--- src/rtl/cache_set_assoc.sv ---
// ---------------------------------------------------------------------------
// cache_set_assoc
//   One N-way set-associative cache set: tag compare, per-way valid bits,
//   true-LRU replacement and a flush walker. Requests arrive over a
//   valid/ready handshake. Every response, including eviction information,
//   sits in a one-entry output register until the consumer takes it.
//
// Ports
//   clock            rising-edge clock
//   clear_n          asynchronous active-low reset
//   req_valid/ready  request handshake
//   req_op           0 READ, 1 WRITE, 2 INVAL, 3 FLUSH
//   req_tag          lookup tag (ignored for FLUSH)
//   req_data         write data (WRITE only)
//   rsp_valid/ready  response handshake
//   rsp_hit          tag matched a valid way
//   rsp_way          way hit, allocated or flushed
//   rsp_data         read / invalidated data, 0 on miss
//   rsp_evict        rsp_evict_tag/data carry a displaced valid line
//   rsp_evict_tag    tag of the displaced line
//   rsp_evict_data   data of the displaced line
//   rsp_last         final response of an operation
// ---------------------------------------------------------------------------
module cache_set_assoc #(
  parameter int WAYS   = 4,
  parameter int TAG_W  = 8,
  parameter int DATA_W = 8
) (
  input  logic                    clock,
  input  logic                    clear_n,
  input  logic                    req_valid,
  output logic                    req_ready,
  input  logic [1:0]              req_op,
  input  logic [TAG_W-1:0]        req_tag,
  input  logic [DATA_W-1:0]       req_data,
  output logic                    rsp_valid,
  input  logic                    rsp_ready,
  output logic                    rsp_hit,
  output logic [$clog2(WAYS)-1:0] rsp_way,
  output logic [DATA_W-1:0]       rsp_data,
  output logic                    rsp_evict,
  output logic [TAG_W-1:0]        rsp_evict_tag,
  output logic [DATA_W-1:0]       rsp_evict_data,
  output logic                    rsp_last
);

  localparam int WAY_W = $clog2(WAYS);
  localparam logic [WAY_W-1:0] LAST_WAY = WAY_W'(WAYS - 1);

  typedef enum logic [1:0] {IDLE, FLUSH_WALK, FLUSH_DONE} state_e;
  typedef enum logic [1:0] {OP_READ, OP_WRITE, OP_INVAL, OP_FLUSH} op_e;

  // Architectural state
  state_e                  state_q, state_d;
  logic [WAY_W-1:0]        idx_q, idx_d;
  logic [WAYS-1:0]         valid_q, valid_d;
  logic [WAY_W-1:0]        age_q [WAYS];
  logic [WAY_W-1:0]        age_d [WAYS];
  logic [TAG_W-1:0]        tag_q [WAYS];
  logic [DATA_W-1:0]       data_q [WAYS];

  // Response register
  logic                    rsp_valid_q, rsp_valid_d;
  logic                    rsp_hit_q, rsp_hit_d;
  logic [WAY_W-1:0]        rsp_way_q, rsp_way_d;
  logic [DATA_W-1:0]       rsp_data_q, rsp_data_d;
  logic                    rsp_evict_q, rsp_evict_d;
  logic [TAG_W-1:0]        rsp_evict_tag_q, rsp_evict_tag_d;
  logic [DATA_W-1:0]       rsp_evict_data_q, rsp_evict_data_d;
  logic                    rsp_last_q, rsp_last_d;

  // Control
  logic                    rsp_free;
  logic                    accept;
  logic                    hit;
  logic [WAY_W-1:0]        hit_way;
  logic                    inv_found;
  logic [WAY_W-1:0]        victim_way;
  logic                    touch_en;
  logic [WAY_W-1:0]        touch_way;
  logic                    arr_we;
  logic [WAY_W-1:0]        arr_way;

  // The register can take a new response if it is empty or being drained
  // this very cycle; a load in the same cycle as a drain simply replaces it.
  assign rsp_free  = !rsp_valid_q || rsp_ready;
  assign req_ready = (state_q == IDLE) && rsp_free;
  assign accept    = req_valid && req_ready;

  // Tag lookup. Duplicate tags are never created, so at most one way matches.
  always_comb begin
    hit     = 1'b0;
    hit_way = '0;
    for (int i = 0; i < WAYS; i++) begin
      if (valid_q[i] && (tag_q[i] == req_tag)) begin
        hit     = 1'b1;
        hit_way = WAY_W'(i);
      end
    end
  end

  // Victim: lowest-index invalid way, otherwise the oldest way.
  always_comb begin
    inv_found  = 1'b0;
    victim_way = '0;
    for (int i = 0; i < WAYS; i++) begin
      if (!valid_q[i] && !inv_found) begin
        inv_found  = 1'b1;
        victim_way = WAY_W'(i);
      end
    end
    if (!inv_found) begin
      for (int i = 0; i < WAYS; i++) begin
        if (age_q[i] == LAST_WAY) victim_way = WAY_W'(i);
      end
    end
  end

  // True-LRU touch: ways younger than the touched way age by one, the
  // touched way becomes age 0. This keeps ages a permutation of 0..WAYS-1.
  always_comb begin
    for (int i = 0; i < WAYS; i++) age_d[i] = age_q[i];
    if (touch_en) begin
      for (int i = 0; i < WAYS; i++) begin
        if (age_q[i] < age_q[touch_way]) age_d[i] = age_q[i] + 1'b1;
      end
      age_d[touch_way] = '0;
    end
  end

  // Next-state, array write and response generation.
  always_comb begin
    state_d          = state_q;
    idx_d            = idx_q;
    valid_d          = valid_q;
    touch_en         = 1'b0;
    touch_way        = hit_way;
    arr_we           = 1'b0;
    arr_way          = victim_way;
    rsp_valid_d      = rsp_valid_q && !rsp_ready;
    rsp_hit_d        = rsp_hit_q;
    rsp_way_d        = rsp_way_q;
    rsp_data_d       = rsp_data_q;
    rsp_evict_d      = rsp_evict_q;
    rsp_evict_tag_d  = rsp_evict_tag_q;
    rsp_evict_data_d = rsp_evict_data_q;
    rsp_last_d       = rsp_last_q;

    unique case (state_q)
      IDLE: begin
        if (accept) begin
          if (op_e'(req_op) == OP_FLUSH) begin
            state_d = FLUSH_WALK;
            idx_d   = '0;
          end else begin
            // READ / WRITE / INVAL all produce a single final response.
            rsp_valid_d      = 1'b1;
            rsp_hit_d        = hit;
            rsp_way_d        = hit ? hit_way : '0;
            rsp_data_d       = '0;
            rsp_evict_d      = 1'b0;
            rsp_evict_tag_d  = '0;
            rsp_evict_data_d = '0;
            rsp_last_d       = 1'b1;
            unique case (op_e'(req_op))
              OP_READ: begin
                if (hit) begin
                  rsp_data_d = data_q[hit_way];
                  touch_en   = 1'b1;
                end
              end
              OP_WRITE: begin
                arr_we   = 1'b1;
                touch_en = 1'b1;
                if (hit) begin
                  arr_way = hit_way;
                end else begin
                  arr_way             = victim_way;
                  touch_way           = victim_way;
                  valid_d[victim_way] = 1'b1;
                  rsp_way_d           = victim_way;
                  if (valid_q[victim_way]) begin
                    rsp_evict_d      = 1'b1;
                    rsp_evict_tag_d  = tag_q[victim_way];
                    rsp_evict_data_d = data_q[victim_way];
                  end
                end
              end
              OP_INVAL: begin
                if (hit) begin
                  valid_d[hit_way] = 1'b0;
                  rsp_data_d       = data_q[hit_way];
                end
              end
              default: ;
            endcase
          end
        end
      end

      FLUSH_WALK: begin
        // Stall only when the current way needs a response slot and none
        // is available; invalid ways are skipped without a response.
        if (!valid_q[idx_q] || rsp_free) begin
          if (valid_q[idx_q]) begin
            rsp_valid_d      = 1'b1;
            rsp_hit_d        = 1'b0;
            rsp_way_d        = idx_q;
            rsp_data_d       = '0;
            rsp_evict_d      = 1'b1;
            rsp_evict_tag_d  = tag_q[idx_q];
            rsp_evict_data_d = data_q[idx_q];
            rsp_last_d       = 1'b0;
            valid_d[idx_q]   = 1'b0;
          end
          if (idx_q == LAST_WAY) state_d = FLUSH_DONE;
          else                   idx_d   = idx_q + 1'b1;
        end
      end

      FLUSH_DONE: begin
        if (rsp_free) begin
          rsp_valid_d      = 1'b1;
          rsp_hit_d        = 1'b0;
          rsp_way_d        = '0;
          rsp_data_d       = '0;
          rsp_evict_d      = 1'b0;
          rsp_evict_tag_d  = '0;
          rsp_evict_data_d = '0;
          rsp_last_d       = 1'b1;
          state_d          = IDLE;
        end
      end

      default: state_d = IDLE;
    endcase
  end

  // NOTE: sequential state uses non-blocking assignments so every register
  // samples the pre-edge values computed by the combinational blocks.
  always_ff @(posedge clock or negedge clear_n) begin
    if (!clear_n) begin
      state_q          <= IDLE;
      idx_q            <= '0;
      valid_q          <= '0;
      for (int i = 0; i < WAYS; i++) age_q[i] <= WAY_W'(i);
      rsp_valid_q      <= 1'b0;
      rsp_hit_q        <= 1'b0;
      rsp_way_q        <= '0;
      rsp_data_q       <= '0;
      rsp_evict_q      <= 1'b0;
      rsp_evict_tag_q  <= '0;
      rsp_evict_data_q <= '0;
      rsp_last_q       <= 1'b0;
    end else begin
      state_q          <= state_d;
      idx_q            <= idx_d;
      valid_q          <= valid_d;
      for (int i = 0; i < WAYS; i++) age_q[i] <= age_d[i];
      rsp_valid_q      <= rsp_valid_d;
      rsp_hit_q        <= rsp_hit_d;
      rsp_way_q        <= rsp_way_d;
      rsp_data_q       <= rsp_data_d;
      rsp_evict_q      <= rsp_evict_d;
      rsp_evict_tag_q  <= rsp_evict_tag_d;
      rsp_evict_data_q <= rsp_evict_data_d;
      rsp_last_q       <= rsp_last_d;
    end
  end

  // NOTE: the tag/data arrays have no reset; the valid bits alone decide
  // whether their contents mean anything, so they can map to plain storage.
  always_ff @(posedge clock) begin
    if (arr_we) begin
      tag_q[arr_way]  <= req_tag;
      data_q[arr_way] <= req_data;
    end
  end

  assign rsp_valid      = rsp_valid_q;
  assign rsp_hit        = rsp_hit_q;
  assign rsp_way        = rsp_way_q;
  assign rsp_data       = rsp_data_q;
  assign rsp_evict      = rsp_evict_q;
  assign rsp_evict_tag  = rsp_evict_tag_q;
  assign rsp_evict_data = rsp_evict_data_q;
  assign rsp_last       = rsp_last_q;

endmodule
--- config.mk ---
export PLATFORM = sky130hd
export DESIGN_NAME = cache_set_assoc
export DESIGN_NICKNAME = d
export VERILOG_FILES = /design/src/rtl/cache_set_assoc.sv
export SDC_FILE = /design/constraint.sdc
export NUM_CORES = 1
export LEC_CHECK = 0
export ABC_CLOCK_PERIOD_IN_PS = 4300
export BUFFER_PORTS_ARGS = -buffer_cell sky130_fd_sc_hd__buf_2
export CORE_MARGIN = 8
export CORE_UTILIZATION = 37
export DETAILED_ROUTE_END_ITERATION = 8
export PLACE_DENSITY = 0.62
export SYNTH_ARGS = -nofsm -noshare
export SYNTH_HDL_FRONTEND = slang
export SYNTH_SLANG_ARGS = --single-unit
--- constraint.sdc ---
create_clock -name clock -period 4.3 [get_ports clock]
set_input_delay 0.215 -clock clock [delete_from_list [all_inputs] [get_ports clock]]
set_output_delay 0.215 -clock clock [all_outputs]
set_load 0.01 [all_outputs]
# Yosys cells after proc, flatten, opt, wreduce, memory -nomap -nowiden
# Memory sizes are Yosys's and may differ from the RTL's.
# Index checks and enable logic that the tools add are counted.
[classes]
n_mux = 137
reduce_logical = 33
magnitude_cmp = 12
bitwise_logic = 8
n_eq_ne = 25
addsub = 5
[ops]
columns = ["op", "n"]
rows = [
  ["2-to-1 mux 8 bit", 21],
  ["2-to-1 mux 2 bit", 45],
  ["case mux 8 bit (3 select lines)", 3],
  ["2-to-1 mux 1 bit", 45],
  ["== test 8 bit", 4],
  ["2-to-1 mux 4 bit", 6],
  ["== test 2 bit, second input constant", 8],
  ["case mux 4 bit (2 select lines)", 2],
  ["logical AND 1 bit", 14],
  ["!= test 2 bit, second input constant", 7],
  ["case mux 1 bit (3 select lines)", 4],
  ["case mux 2 bit (3 select lines)", 2],
  ["adder 2 x 1 -> 2 bit, second input constant", 5],
  ["AND reduction 5 bit", 2],
  ["< comparator 2 x 3 -> 1 bit, second input constant", 3],
  ["AND 4 bit", 2],
  ["AND 8 bit", 1],
  ["logical NOT 1 bit", 8],
  ["< comparator 2 bit", 4],
  ["NOT 4 bit", 2],
  ["NOT 8 bit", 1],
  ["AND reduction 8 bit", 1],
  ["demux 1 bit (select 2 bit)", 3],
  [">= comparator 2 x 1 -> 1 bit, second input constant", 3],
  ["19 further kinds", 24],
]
[totals]
output_inout_bits = 31
mem_bits_rw = 64
n_memories = 2
ff_bits = 46
word_cells = 237
input_bits = 22
[mem_list]
columns = ["memory", "words", "width", "rd", "rd_clocked_by_memory_dff", "write_ports", "line_no", "source"]
rows = [
  ["data_q", 4, 8, 3, 0, 1, "60", "logic [DATA_W-1:0] data_q [WAYS];"],
  ["tag_q", 4, 8, 6, 0, 1, "59", "logic [TAG_W-1:0] tag_q [WAYS];"],
]

# Longest topological paths before layout
# Gate-level depths: netlist of the first run.
[depth]
word_depth = 27
mapped_depth = 11
ltp_nobuf = 10

# Least setup slack after synthesis of the first run
# Ideal clock, no wire load.
[synth_timing]
path_kind = "reg2reg"
startpoint = "reg age_q[6] (netlist name)"
endpoint = "mem data_q[1][0], enable pin"
period_less_slack_ns = 3.702
setup_time_ns = 0.430
required_ns = 3.870
t_arrival_ns = 3.271
path_buffers = 1
path_stages_with_launch = 9
slack_ns = 0.598
path_cell_list = "dfrtp_1 ha_1 nand2b_1 a21oi_1 o21bai_1 a21oi_1 clkbuf_1 a31oi_1 nor4_1"
[synth_between]
elab_chain_len = 11
[synth_lines]
columns = ["element", "line_no", "source"]
rows = [
  ["start: declaration", "57", "logic [WAY_W-1:0] age_q [WAYS];"],
  ["== test 2 bit (*)", "114", "if (age_q[i] == LAST_WAY) victim_way = WAY_W'(i);"],
  ["2-to-1 mux 2 bit (*) (4 in a row)", "114", ""],
  ["2-to-1 mux 2 bit (*)", "112", "if (!inv_found) begin"],
  ["2-to-1 mux 2 bit", "175", "if (hit) begin"],
  ["2-to-1 mux 2 bit", "165", "unique case (op_e'(req_op))"],
  ["2-to-1 mux 2 bit", "152", "if (op_e'(req_op) == OP_FLUSH) begin"],
  ["2-to-1 mux 2 bit", "151", "if (accept) begin"],
  ["2-to-1 mux 2 bit (*)", "149", "unique case (state_q)"],
  ["end: declaration", "60", ""],
]
# Every way passes the cells marked *; elsewhere a longest branch is shown, timed or not.

==> impl_metrics.yaml, run 1 <==
status:
  outcome: "finished clean"
synth:
  synth.most_common_cell: "edfxtp_1"
  syn_nets: 543
  netlist-cell-type-count: 72
  syn_avg_cell_area_um2: 12.2
  synth_edf_count: 64
  syn-cell-area_um2: 6210
  synthArstFlopShare_pct: 41.8
  seq_area_frac_synth_pct: 49.6
  synthCells: 509
  synth_warnings: 0
  ys_top_cells_by_count: "64 x edfxtp_1, 48 x nand2_1, 42 x dfrtp_1"
  ys_ff_latch: 110
  yosys.area.top_type: "edfxtp_1"
  ys.flop_type: "edfxtp_1"
  synth_top_area_share_pct: 30.9
  synth_area_leaders: "edfxtp_1 31%, dfrtp_1 17%, mux4_2 12%, xnor2_1 3.4%, o21ai_0 3.1%"
pwr:
  p_int_mw: 2.41
  comb_power_share_pct: 41.2
  pwr-share-seq_pct: 36.1
  p_leak_nw: 2.60
  power_frac_clock_pct: 22.8
  power.total_mw: 3.84
  switchingPower_mw: 1.43
  powerDensity_nw_per_um2: 546
  swShare_pct: 37.3
  peakVddDrop_uv: 429
routing:
  final_antenna_net_count: 0
  drtIter0Drc: 431
  drtPass1Iterations: 5
  avgViaCountPerCell: 5.84
  vias: 4553
  wl_per_cell_um: 20.7
  drc_errors: 0
  routed_wl_mm: 16.1
setup_path:
  crit_type: "flop to flop"
  worstSetupEndpointType: "flop"
  cp-endpoint: "age_q[4]"
  crit-reg2reg-launch: "tag_q[3][5]"
  critPathArrivalTime_ns: 3.61
  startpoint_type: "flop"
  path_cells: "xor2_1 > nor4_2 > nand3_4 > nand2_4 > nor3_1 > nor4b_4 > o21ai_1 > a221oi_1"
  r2r_end: "age_q[4]"
  required_ns: 4.55
  rrSetupSlack_ns: 0.94
  worstPathMaxFanout: 19
  ff2ff_path_depth: 8
  crit_path_start: "tag_q[3][5]"
  cp_slowest_stage_delay_ns: 0.76
  crit_slowest_cell: "nor4b_4"
clocking:
  clock_path_buffers: 2
  clock-sinks: 110
  holdBufCountCts: 0
  clk_latency_ns: 0.35
  cts_buffers: 9
  clock_tree.root_cell: "clkbuf_16"
  cts_tree: "built"
  h-tree-depth: 3
  clkTransAtPathRegs_ns: 0.07
  cts_resized: 0
  post_cts_buffers: 0
floorplanning:
  fp.coreArea_um2: 16500
  die_w_um: 146
  start_util_pct: 37.6
  rows: 47
  top_level_ports: 53
  die_height_um: 146
  dieArea_um2: 21200
global_routing:
  met2_usage_pct: 24.9
  grt_pass1_wl_mm: 25.5
  globalRoute.busiestLayer: "met2"
  gr-total-overflow: 0
  grt_use_total_pct: 15.2
  grt_pass1_vias: 4530
  grt_antenna_before_repair: 0
  met3_usage_pct: 3.26
  grt_start_max_net_pins: 47
  grt_util_met1_pct: 19.8
sta:
  slew_headroom_pct: 26.5
  drv_slew: 0
  fin_ws_ns: 0.939
  fin_tns_setup_ns: 0
  fin_skew_ns: 0.0102
  period_share_pct: 78.2
  holdWs_ns: 0.0736
  final-setup-viol-count: 0
  rsz0062_at_grt: "no"
  fmax_ghz: 0.298
  min_period_ns: 3.36
  hold_viol: 0
  tightest_slew_ns: 1.10
place:
  io_buffers: 52
  hpwl_mm: 11.3
  dp.cells: 763
  dp_slack_ns: 1.02
  place_congestion: 0.825
cells_and_area:
  num_antenna_cells: 0
  synthToLayoutAreaGrowth_pct: 13.2
  fin_cells: 779
  drive_gt1_share_pct: 25.9
  nets: 588
run:
  cap_violations: 0
worst_hold_path:
  hp-class: "input port to asynchronous set/reset pin"
==> registers in the layout (all words and copies together) (netlist names) <==
register / cells
rsp_evict_data: 8
rsp_evict_tag: 8
state_q: 2
tag_q: 32
rsp_evict: 1
age_q: 8
rsp_way: 2
valid_q: 4
rsp_data: 8
rsp_valid: 1
data_q: 32
rsp_last: 1
rsp_hit: 1
idx_q: 2
==> layout make-up <==
class | instances | area, um2
well taps | 220 | 275
clock inverters | 4 | 73.8
repair buffers | 62 | 335
multi-input cells | 354 | 2970
fillers | 1530 | 9490
inverters | 17 | 63.8
clock buffers | 12 | 236
flip-flops and latches | 110 | 3080
==> metrics by stage <==
stage | area, um2 | utilization [%]
after floorplan | 6210 | -
after global placement | 6720 | 40.7
after detailed placement | 6720 | 40.7
after CTS | 7030 | 42.6
after global routing | 7030 | 42.6
final | 7030 | 42.6
==> how the worst min path moves through the flow <==
stage	slack, ns	to	cells after the start	start
5_1_grt	0.06	data_q[0][3]	1	req_data[3]
3_3_place_gp	0.43	data_q[2][6]	1	req_data[6]
2_1_floorplan	-0.08	age_q[2]	0	clear_n
6_report	0.07	age_q[2]	1	clear_n
4_1_cts	0.06	data_q[0][3]	1	req_data[3]
3_5_place_dp	0.43	data_q[0][3]	1	req_data[3]
==> cells in the final DEF, fill, tap and decap left out, types with 6 or more instances in the layout <==
| cell type | instances |
|---|---|
| a32oi_1 | 18 |
| a21oi_1 | 12 |
| mux4_2 | 33 |
| nand2_1 | 48 |
| o21ai_0 | 38 |
| ha_1 | 12 |
| buf_2 | 52 |
| a31oi_1 | 8 |
| dfrtp_1 | 42 |
| xor2_1 | 8 |
| nor2_1 | 19 |
| nor3_1 | 7 |
| buf_4 | 10 |
| nand3_1 | 9 |
| nor4_2 | 6 |
| nand4_1 | 9 |
| xnor2_1 | 24 |
| edfxtp_1 | 64 |
| nor2b_1 | 6 |
| clkbuf_16 | 9 |
| inv_1 | 17 |
==> power by group through the flow <==
stage | Sequential (mW) | Combinational [mW] | Clock [mW]
global placement | 1.39 | 1.55 | 0
finish | 1.39 | 1.58 | 0.874
floorplan | 1.42 | 1.09 | 0
global route | 1.41 | 1.72 | 0.930
detailed placement | 1.40 | 1.59 | 0
CTS | 1.38 | 1.59 | 0.899
==> metal layers <==
metal,vias up,routed length [um]
met2,181,7830
li1,2077,-
met3,15,1070
met4,0,237
met1,2280,6990
met5,-,0
==> cell families (layout without fill, tap and decap cells) <==
group	count (synthesis)	count (layout)	share of synthesized area, %
xor+xnor	32	32	4.51
mux	37	37	12.7
buf+inv	45	95	3.06
simple gates	144	144	13.1
flops	110	110	49.6
fa+ha+maj	12	12	2.42
compound gates	129	129	14.7
==> critical path: cells and delay by family, from the launching register on <==
family                    cells  cell delay, ns
xor gates and xnor gates      1            0.18
and+or+nand+nor               5            1.97
AOI/OAI and AO/OA             2            0.65
DFF                           1            0.45
No activity file was read; power rests on OpenSTA's default activity.
==> run 2: changes to the inputs <==
--- a/config.mk
+++ b/config.mk
@@ -5,12 +5,12 @@
 export SDC_FILE = /design/constraint.sdc
 export NUM_CORES = 1
 export LEC_CHECK = 0
-export ABC_CLOCK_PERIOD_IN_PS = 4300
+export ABC_CLOCK_PERIOD_IN_PS = 2800
 export BUFFER_PORTS_ARGS = -buffer_cell sky130_fd_sc_hd__buf_2
 export CORE_MARGIN = 8
 export CORE_UTILIZATION = 37
 export DETAILED_ROUTE_END_ITERATION = 8
-export PLACE_DENSITY = 0.62
+export PLACE_DENSITY = 0.64
 export SYNTH_ARGS = -nofsm -noshare
 export SYNTH_HDL_FRONTEND = slang
 export SYNTH_SLANG_ARGS = --single-unit
==> constraint.sdc (replaced) <==
create_clock -name clock -period 2.8 [get_ports clock]
set_input_delay 0.14 -clock clock [delete_from_list [all_inputs] [get_ports clock]]
set_output_delay 0.14 -clock clock [all_outputs]
set_load 0.01 [all_outputs]
==> impl_metrics.yaml, run 2 (synthesized netlist as in run 1, its figures left out) <==
cells_and_area:
  nets: 646
  synthToLayoutAreaGrowth_pct: 23.2
  final_common_cell: "edfxtp_1"
  drive_gt1_share_pct: 33.9
  num-fill-cells: 1489
  largest_registers: "data_q: 32 flops, tag_q: 32 flops"
  num_antenna_cells: 0
  layout_common_cells: "64 x edfxtp_1, 55 x buf_4, 52 x buf_2, 48 x nand2_1, 42 x dfrtp_1"
clocking:
  clock-sinks: 110
  cts_tree: "built"
  clk_latency_ns: 0.36
  clock_tree.root_cell: "clkbuf_16"
  clkTransAtPathRegs_ns: 0.07
  h-tree-depth: 3
  cts_buffers: 9
  clock_path_buffers: 2
worst_hold_path:
  hp-class: "input port to flop"
  min-delay-start: "req_data[3]"
  holdPathEnd: "data_q[3][3]"
  min_delay_path_depth: 1
sta:
  drv_slew: 0
  hold_viol: 0
  fmax_ghz: 0.371
  slew_headroom_pct: 60.6
  min_period_ns: 2.70
  rsz0062_at_grt: "yes"
  holdWs_ns: 0.0204
  period_share_pct: 96.3
  tightest_slew_ns: 0.588
  fin_ws_ns: 0.103
  fin_skew_ns: 0.0129
  final-setup-viol-count: 0
run:
  cap_violations: 0
floorplanning:
  top_level_ports: 53
  rows: 47
  dieArea_um2: 21200
  die_height_um: 146
  start_util_pct: 37.6
  fp.coreArea_um2: 16500
  die_w_um: 146
place:
  place_congestion: 0.910
  hpwl_mm: 12.2
  io_buffers: 52
  dp_slack_ns: -0.0152
routing:
  drc_errors: 0
  wl_per_cell_um: 20.2
  vias: 4783
  routed_wl_mm: 16.9
  avgViaCountPerCell: 5.71
  drtIter0Drc: 403
  final_antenna_net_count: 0
  drtPass1Iterations: 5
setup_path:
  r2r_end: "age_q[6]"
  rrSetupSlack_ns: 0.10
  worstPathMaxFanout: 5
  critPathArrivalTime_ns: 2.96
  crit-reg2reg-launch: "tag_q[1][2]"
  ff2ff_path_depth: 11
  startpoint_type: "flop"
  required_ns: 3.07
  crit_type: "flop to flop"
  worstSetupEndpointType: "flop"
global_routing:
  grt_pass1_vias: 4848
  grt_start_max_net_pins: 52
  grt_pass1_wl_mm: 27.2
  grt_antenna_before_repair: 0
  gr-total-overflow: 0
  grt_use_total_pct: 16.1
status:
  outcome: "finished clean"
pwr:
  p_leak_nw: 2.94
  peakVddDrop_uv: 568
  powerDensity_nw_per_um2: 801
-- run 2: cell types whose count changed in the layout (fill, tap and decap cells not counted), moves of 2 or more --
| cell | change |
|---|---|
| or3_1 | -2 |
| buf_12 | +3 |
| or3_4 | +2 |
| nor4_2 | -2 |
| clkbuf_1 | -2 |
| xnor2_1 | -6 |
| buf_6 | +2 |
| nor4_4 | +2 |
| xnor2_2 | +6 |
| buf_4 | +45 |
| clkinv_4 | +2 |
| dlygate4sd3_1 | +7 |
-- run 2: what timing repair did --
action                     CTS  global route
resized for setup            1            19
buffers inserted             0             9
pin swaps                    0             8
hold endpoints to repair    40             0
setup endpoints to repair    1            30
hold buffers                 7             0
cloned                       0             0
-- run 2: layer usage --
metal	wire length (um)	vias up	GRT usage, %	share of wire [%]
met1	7440	2378	21.4	44
met5	0	-	0	0
met2	7980	175	24.9	47
met3	1100	27	3.39	6.5
li1	-	2203	-	-
met4	362	0	6.66	2.1
-- run 2: critical path: stages, from the launching register on --
cell	delay, ns
edfxtp_1	0.43
xnor2_1	0.17
nand4_1	0.18
or3_4	0.45
buf_8	0.14
o21ai_4	0.16
a31oi_4	0.08
o221a_4	0.16
buf_4	0.14
o41ai_1	0.35
o31ai_1	0.14
nor3_1	0.20
-- run 2: power by group --
| part | internal [mW] | total, mW | switching [mW] |
|---|---|---|---|
| combinational | 1.13 | 2.67 | 1.54 |
| sequential | 1.94 | 2.12 | 0.175 |
| clock | 0.711 | 1.33 | 0.623 |
-- run 2: area by class of cell --
type / instances / area (um2) / area share, %
clock buffer: 10 / 229 / 2.99
clock inverter: 6 / 81.3 / 1.06
inverter: 17 / 63.8 / 0.834
multi-input combinational: 354 / 3090 / 40.3
sequential: 110 / 3080 / 40.2
tap: 220 / 275 / 3.60
timing repair buffer: 120 / 841 / 11.0
-- run 2: metrics by stage --
step / cell area (um2) / std cells / TNS, ns / total power [mW] / utilization, %
3_3_place_gp: 7090 / 805 / 0 / 4.72 / 42.9
3_5_place_dp: 7090 / 805 / -0.0152 / 4.77 / 42.9
5_1_grt: 7650 / 837 / -0.141 / 6.47 / 46.3
2_1_floorplan: 6240 / 509 / 0 / 3.87 / -
6_report: 7650 / 837 / 0 / 6.13 / 46.3
4_1_cts: 7480 / 828 / 0 / 6.13 / 45.3
-- run 2: worst max-delay path by stage --
stage / slack (ns) / to / depth (start not counted) / start
finish: 0.10 / age_q[6] / 11 / tag_q[1][2]
global route: -0.05 / age_q[1] / 11 / tag_q[1][3]
CTS: 0.01 / age_q[5] / 11 / tag_q[1][3]
detailed placement: -0.02 / age_q[5] / 11 / tag_q[1][1]
global placement: 0.05 / age_q[5] / 11 / tag_q[1][1]
floorplan: 0.06 / data_q[0][0] / 7 / age_q[3]
==> run 3: changes to the inputs <==
--- a/config.mk
+++ b/config.mk
@@ -8,9 +8,9 @@
 export ABC_CLOCK_PERIOD_IN_PS = 2800
 export BUFFER_PORTS_ARGS = -buffer_cell sky130_fd_sc_hd__buf_2
 export CORE_MARGIN = 8
-export CORE_UTILIZATION = 37
+export CORE_UTILIZATION = 40
 export DETAILED_ROUTE_END_ITERATION = 8
-export PLACE_DENSITY = 0.64
+export PLACE_DENSITY = 0.67
 export SYNTH_ARGS = -nofsm -noshare
 export SYNTH_HDL_FRONTEND = slang
 export SYNTH_SLANG_ARGS = --single-unit
==> impl_metrics.yaml, run 3 (synthesized netlist as in run 1, its figures left out) <==
setup_path:
  cp_common_cell: "nor2_4"
  startpoint_type: "flop"
  path_cells: "xnor2_2 > nand4_1 > or3_4 > buf_8 > and3_4 > nor2_4 > o221a_4 > nor2_4 > buf_6 > a211o_1 > and4_1"
  required_ns: 3.06
  crit_slowest_cell: "edfxtp_1"
  crit_type: "flop to flop"
  cp_slowest_stage_delay_ns: 0.44
  timing.critical_path.buf_inv: 2
  cp_num_cells: 11
  worstSetupEndpointType: "flop"
  worstPathMaxFanout: 9
  crit_path_start: "tag_q[1][0]"
  critical_path.top_delay_family: "simple AND/OR/NAND/NOR gates"
  critPathArrivalTime_ns: 3.00
  crit-reg2reg-launch: "tag_q[1][0]"
  ff2ff_path_depth: 11
sta:
  hold_viol: 30
  min_period_ns: 2.75
  rsz0062_at_grt: "yes"
  period_share_pct: 98.0
  slew_headroom_pct: 27.7
  fin_ws_ns: 0.0547
  holdWs_ns: -0.0189
  final-setup-viol-count: 0
  fin_skew_ns: 0.00692
  tightest_slew_ns: 1.08
  drv_slew: 0
  fmax_ghz: 0.364
floorplanning:
  die_height_um: 141
  fp.coreArea_um2: 15200
  dieArea_um2: 19800
  die_w_um: 141
  start_util_pct: 40.9
  rows: 45
  top_level_ports: 53
place:
  io_buffers: 52
  hpwl_mm: 11.9
  place_congestion: 0.920
  dp.cells: 767
  placed_area_um2: 7030
  dp_slack_ns: -0.0621
pwr:
  powerDensity_nw_per_um2: 803
  peakVddDrop_uv: 513
  p_int_mw: 3.76
  comb_power_share_pct: 43.7
  p_leak_nw: 2.92
  swShare_pct: 38.4
  pwr-share-seq_pct: 34.5
  power_frac_clock_pct: 21.7
  power.total_mw: 6.11
  switchingPower_mw: 2.35
cells_and_area:
  largest_registers: "data_q: 32 flops, tag_q: 32 flops"
  layout_common_cells: "64 x edfxtp_1, 52 x buf_2, 49 x buf_4, 48 x nand2_1, 42 x dfrtp_1"
  drive_gt1_share_pct: 33.6
  utilization_pct: 50.1
  fin_cells: 801
  final_common_cell: "edfxtp_1"
  nets: 642
  final_area_um2: 7610
  synthToLayoutAreaGrowth_pct: 22.6
  num-fill-cells: 1327
  num_antenna_cells: 0
global_routing:
  grt_use_total_pct: 17.4
  grt_pass1_vias: 4975
  grt_start_max_net_pins: 52
  grt_antenna_before_repair: 0
  gr-total-overflow: 0
  grt_pass1_wl_mm: 26.9
clocking:
  clkTransAtPathRegs_ns: 0.07
  clock_tree.root_cell: "clkbuf_16"
  clk_latency_ns: 0.36
  h-tree-depth: 3
  clock-sinks: 110
  clock_path_buffers: 2
  cts_buffers: 9
  cts_tree: "built"
run:
  cap_violations: 0
status:
  violations: "hold timing"
  outcome: "finished with violations"
routing:
  vias: 4788
  final_antenna_net_count: 0
  avgViaCountPerCell: 5.98
  drc_errors: 0
  routed_wl_mm: 16.9
  drtIter0Drc: 408
  drtPass1Iterations: 5
  wl_per_cell_um: 21.1
worst_hold_path:
  hp-class: "input port to asynchronous set/reset pin"
## run 3: cell count changes in the layout (fill, tap and decap cells not counted), sizes merged
cell | previous run | this run
buf | 113 | 109
clkbuf | 10 | 9
clkinv | 4 | 3
clkinvlp | 0 | 1
dlygate4sd3 | 7 | 6
inv | 18 | 19
nor2 | 23 | 24
## run 3: power by group through the flow
| stage | combinational, mW | clock (mW) | sequential (mW) |
|---|---|---|---|
| floorplan | 1.69 | 0 | 2.18 |
| global placement | 2.55 | 0 | 2.13 |
| detailed placement | 2.63 | 0 | 2.14 |
| CTS | 2.64 | 1.35 | 2.11 |
| global route | 2.91 | 1.40 | 2.14 |
| finish | 2.67 | 1.33 | 2.11 |
## run 3: per-layer routing
metal	vias to the layer above	part of all wire (%)	track usage, %
li1	2189	-	-
met5	-	0	0
met3	30	5.9	3.41
met2	164	48	27.5
met1	2405	44	23.0
met4	0	2.2	6.96
## run 3: cell type report
| class | instances | area, um2 | share of cell area [%] |
|---|---|---|---|
| tap | 188 | 235 | 3.09 |
| clock buffer | 9 | 225 | 2.96 |
| sequential | 110 | 3080 | 40.4 |
| timing repair buffer | 115 | 826 | 10.8 |
| clock inverter | 7 | 82.6 | 1.08 |
| multi-input combinational | 355 | 3100 | 40.8 |
| inverter | 17 | 63.8 | 0.838 |
## run 3: worst paths after layout
check / slack, ns / end
max: 0.05 / age_q[5]
min: -0.02 / age_q[5]
max reg2reg: 0.05 / age_q[5]
min reg2reg: 0.47 / rsp_data[2]
max in group asynchronous: 2.08 / age_q[4]
min in group clock: 0.02 / data_q[1][0]
## run 3: worst reg2reg max path: stages, from the launching register on
cell	delay, ns
edfxtp_1	0.44
xnor2_2	0.18
nand4_1	0.18
or3_4	0.38
buf_8	0.14
and3_4	0.17
nor2_4	0.23
o221a_4	0.27
nor2_4	0.07
buf_6	0.14
a211o_1	0.25
and4_1	0.18
## run 3: stage by stage
stage / hold slack [ns] / TNS [ns]
floorplan: -0.156 / 0
CTS: 0.00939 / 0
detailed placement: 0.360 / -0.161
finish: -0.0189 / 0
global placement: 0.352 / 0
global route: 0.0126 / -0.157
## run 3: repair_timing
action	in CTS	in global routing
setup buffers	3	8
endpoints found under the hold margin	24	0
gates cloned	0	1
hold buffers	6	0
gates resized for setup	2	19
pin swaps	0	7
endpoints found under the setup margin	5	29
